`src/rtl/rinsn_encoder.sv`:
```
// R-type instruction encoder with a 2-entry in-order output buffer and illegal-op error pulse.
// Optional pop counter output enc_count is enabled by defining RINSN_ENCODER_COUNT_EN.
module rinsn_encoder (
  input  logic        clk,
  input  logic        reset,
  input  logic        in_valid,
  output logic        in_ready,
  input  logic [3:0]  in_op,
  input  logic [4:0]  in_rd,
  input  logic [4:0]  in_rs1,
  input  logic [4:0]  in_rs2,
  output logic        out_valid,
  input  logic        out_ready,
  output logic [31:0] out_insn,
  output logic        err
`ifdef RINSN_ENCODER_COUNT_EN
  ,
  output logic [15:0] enc_count
`endif
);

  localparam logic [6:0] OpcodeOp = 7'b0110011;

  typedef enum logic [1:0] {StEmpty, StOne, StFull} state_e;

  state_e      state_q, state_d;
  logic [31:0] mem_q [2];
  logic        wr_ptr_q, rd_ptr_q;
  logic        err_q;

  logic        legal;
  logic        accept;
  logic        push;
  logic        pop;
  logic [6:0]  funct7;
  logic [31:0] word;

  // Only SUB and SRA may carry the alt bit.
  assign legal  = ~in_op[3] | (in_op[2:0] == 3'b000) | (in_op[2:0] == 3'b101);
  assign accept = in_valid & in_ready;
  assign push   = accept & legal;
  assign pop    = out_valid & out_ready;
  assign funct7 = in_op[3] ? 7'b0100000 : 7'b0000000;
  assign word   = {funct7, in_rs2, in_rs1, in_op[2:0], in_rd, OpcodeOp};

  always_comb begin
    state_d = state_q;
    unique case (state_q)
      StEmpty: if (push) state_d = StOne;
      StOne: begin
        if (push && !pop)      state_d = StFull;
        else if (!push && pop) state_d = StEmpty;
      end
      StFull:  if (pop) state_d = StOne;
      default: state_d = StEmpty;
    endcase
  end

  always_ff @(posedge clk or posedge reset) begin
    if (reset) begin
      state_q  <= StEmpty;
      wr_ptr_q <= 1'b0;
      rd_ptr_q <= 1'b0;
      err_q    <= 1'b0;
      mem_q[0] <= '0;
      mem_q[1] <= '0;
    end else begin
      state_q <= state_d;
      err_q   <= accept & ~legal;
      if (push) begin
        mem_q[wr_ptr_q] <= word;
        wr_ptr_q        <= ~wr_ptr_q;
      end
      if (pop) begin
        rd_ptr_q <= ~rd_ptr_q;
      end
    end
  end

  always_comb begin
    in_ready  = (state_q != StFull);
    out_valid = (state_q != StEmpty);
    out_insn  = out_valid ? mem_q[rd_ptr_q] : 32'h0;
    err       = err_q;
  end

`ifdef RINSN_ENCODER_COUNT_EN
  logic [15:0] count_q;

  always_ff @(posedge clk or posedge reset) begin
    if (reset) begin
      count_q <= '0;
    end else if (pop) begin
      count_q <= count_q + 16'd1;
    end
  end

  assign enc_count = count_q;
`endif

endmodule
```
`config.mk`:
```
export PLATFORM = sky130hd
export DESIGN_NAME = rinsn_encoder
export DESIGN_NICKNAME = d
export VERILOG_FILES = /design/src/rtl/rinsn_encoder.sv
export SDC_FILE = /design/constraint.sdc
export NUM_CORES = 1
export LEC_CHECK = 0
export ABC_AREA = 1
export BUFFER_PORTS_ARGS = -buffer_cell sky130_fd_sc_hd__buf_4
export CAP_MARGIN = 10
export CORE_MARGIN = 5
export CORE_UTILIZATION = 45
export CTS_BUF_LIST = sky130_fd_sc_hd__clkbuf_8 sky130_fd_sc_hd__clkbuf_16
export CTS_CLUSTER_DIAMETER = 150
export CTS_CLUSTER_SIZE = 20
export DETAILED_ROUTE_END_ITERATION = 10
export HOLD_SLACK_MARGIN = 0.02
export PLACE_DENSITY = 0.69
export SYNTH_ARGS = -nofsm -noshare
export SYNTH_HDL_FRONTEND = slang
export SYNTH_SLANG_ARGS = --single-unit
```
`constraint.sdc`:
```
create_clock -name clk -period 1.7 [get_ports clk]
set_input_delay 0.255 -clock clk [delete_from_list [all_inputs] [get_ports clk]]
set_output_delay 0.255 -clock clk [all_outputs]
set_load 0.05 [all_outputs]
```
==> results.txt <==
clock insertion delay at the later pin of the skew report: 0.30 ns
Setup TNS: 0 ns
Post-DP Area: 0.00255 mm^2
worst r2r src: state_q[1]$_DFFE_PP0P_
GRT busiest layer: met2
critical-path cell list: buf_12 > o21ai_1 > a21oi_4 > buf_4
clock sink total: 45
DR vias/cell: 4.84
Synth Cell Area: 0.00215 mm^2
Synth Warn #: 0
commonest non-fill, non-tap cell in the layout: nand2_1
M3 GR Usage: 3.06%
CTS buffer count: 5
ratio of final minimum period to clock period: 97.6%
CP max stage delay: 0.43 ns
crit path max fanout: 22
Avg Inst Size Synth: 7.97 um^2
Hold Path Origin: in_rs1[4]
row count: 25
hpwl dp: 3140 um
XOR/XNOR share of the synthesized area: 0.407%
Antenna Nets Post-Route: 0
DR vias: 1802
Starting Density: 45.8%
post-synthesis compound-gate area fraction: 14.8%
Hold Path Class: input pin to flop
vias in the first global route: 1646
Die Ht: 79.1 um
Slew Viols, Final: 0
Final min period: 1.66 ns
Die ar.: 0.00626 mm^2
IO Count: 58
CP required: 1.44 ns
initial antenna violation count: 0
First-pass DRT Iterations: 4
WS Path Type: flop to primary output
CP arrival: 1.41 ns
Layout area overhead: 25.4%
port bufs: 48
largest net degree at the start of global routing: 25
global-route wire length before repair: 7420 um
Top delay family on crit path: flip-flops
Tot GR Track Use: 15.2%
multiplexer share of the synthesized area: 0%
peak supply drop: 929 uV
DRT iter0 DRCs: 89
CTS Root Cell: clkbuf_8
Startpoint Class: flop
Hold Vio Cnt, Final: 0
Core ar.: 0.00469 mm^2
CP Launch Point: rd_ptr_q$_DFFE_PP0P_
Die Wd: 79.1 um
GPL Wtd Cong: 0.820
WL final: 4440 um
combinational family with the most area after synthesis: simple AND/OR/NAND/NOR gates
most frequent cells in the layout: 92 x nand2_1, 54 x buf_4, 42 x dfrtp_1, 27 x inv_1, 20 x o21ai_0
met1 usage: 19.7%
WP buf/inv: 2
Netlist cell types: 20
# diodes: 0
Post-Synth Simple-Gate Area: 19.0%
Clock Path Buffers: 2
Setup-failing EPs final: 0
Seq cells post-synth: 45
Crit-path slowest cell: dfrtp_2
TritonCTS clock tree: done
Fmax: 602 MHz
Post-Synthesis Cells: 270
# Max-Cap Violations: 0
ratio of cells with drive above 1 in the final layout: 26.4%
nets: 341
Leakage: 1.41 nW
Routed WL per cell: 11.9 um
Core Util, Final: 57.5%
pwr dens: 2170 mW/mm^2
Critical Path Sink Type: primary output
register area share after synthesis: 52.4%
Final Skew: 0.00615 ns
Final Cell Area: 0.00270 mm^2
H-tree levels: 2
outcome: complete, no violations
met2 usage: 24.7%
RSZ-0062 raised after global routing: yes
Synth Area in Adders: 0%
GRT overflow: 0
Residual DRC: 0
clock transition at the registers of the reported paths: 0.08 ns
-- synth_stat cells --
| cell type | n | area share [%] |
|---|---|---|
| nand2_1 | 92 | 16 |
| dfrtp_1 | 45 | 52 |
| inv_1 | 29 | 5.1 |
| a21oi_1 | 21 | 4.9 |
| o21ai_0 | 21 | 4.9 |
| o21ai_1 | 18 | 4.2 |
| buf_4 | 12 | 4.2 |
| buf_2 | 7 | 1.6 |
| nor2_1 | 5 | 0.87 |
| nand3_1 | 4 | 0.93 |
| clkbuf_1 | 3 | 0.52 |
| nand2_2 | 3 | 0.87 |
| buf_6 | 2 | 1.0 |
| inv_2 | 2 | 0.35 |
| a21boi_4 | 1 | 0.87 |
| clkbuf_2 | 1 | 0.23 |
| clkinv_1 | 1 | 0.17 |
| conb_1 | 1 | 0.17 |
| nand4_1 | 1 | 0.29 |
| xor2_1 | 1 | 0.41 |
-- state kept, by name (all words and copies together) (netlist names) --
register and flops:
rd_ptr_q 1, mem_q 40, err 1, wr_ptr_q 1
state_q 2
-- layer usage --
layer | part of all wire (%) | vias to the layer above
met5 | 0 | -
met4 | 2.2 | 0
met3 | 6.5 | 7
met2 | 46 | 60
met1 | 45 | 820
li1 | - | 915
-- kinds of logic after synthesis --
family	after synthesis
buffers and inverters	57
and+or+nand+nor	105
AOI/OAI and AO/OA	61
other	1
DFF	45
xor gates and xnor gates	1
-- report_power, final --
group / leakage, nW / switching (mW) / internal [mW]
clock: 0.0540 / 0.344 / 0.427
combinational: 0.809 / 2.23 / 1.01
sequential: 0.550 / 0.288 / 1.54
total: 1.41 / 2.86 / 2.98
-- area by class of cell --
class,count,area [um^2]
well taps,54,67.6
repair buffers,58,458
fillers,453,2000
inverters,32,125
multi-input cells,176,812
clock inverters,2,35.0
clock buffers,5,68.8
flip-flops and latches,45,1130
-- worst paths after layout --
check	to	slack, ns	cells after the start
max in group asynchronous	mem_q[11]$_DFFE_PP0P_	0.62	4
worst min-delay path	mem_q[51]$_DFFE_PP0P_	0.22	3
min in group asynchronous	mem_q[30]$_DFFE_PP0P_	0.53	3
worst max register to register	mem_q[44]$_DFFE_PP0P_	0.28	7
worst max-delay path	out_insn[5]	0.04	4
worst min register to register	mem_q[37]$_DFFE_PP0P_	0.48	2
-- timing repair --
action | 4_1_cts | 5_1_grt
gates resized for setup | 3 | 10
pin swaps | 0 | 0
buffers inserted | 0 | 0
gates cloned | 0 | 0
endpoints found under the hold margin | 21 | 0
endpoints found under the setup margin | 23 | 23
hold buffers | 1 | 0
-- per-stage QoR --
stage,hold WS (ns),power (mW),setup slack (ns),instances
after CTS,0.215,5.82,0.000943,372
after detailed placement,0.313,5.04,0.0811,364
after global placement,0.307,4.99,0.0580,364
final,0.221,5.84,0.0400,372
after floorplan,0.403,4.21,-0.204,278
after global routing,0.232,6.23,-0.0220,372
-- worst register-to-register path, delay by kind of cell, from the launching register on --
kind / cells / cell delay, ns
DFF: 1 / 0.47
buffers and inverters: 2 / 0.30
AOI/OAI and AO/OA: 2 / 0.28
and+or+nand+nor: 3 / 0.24
(Power assumes the default switching activity.)
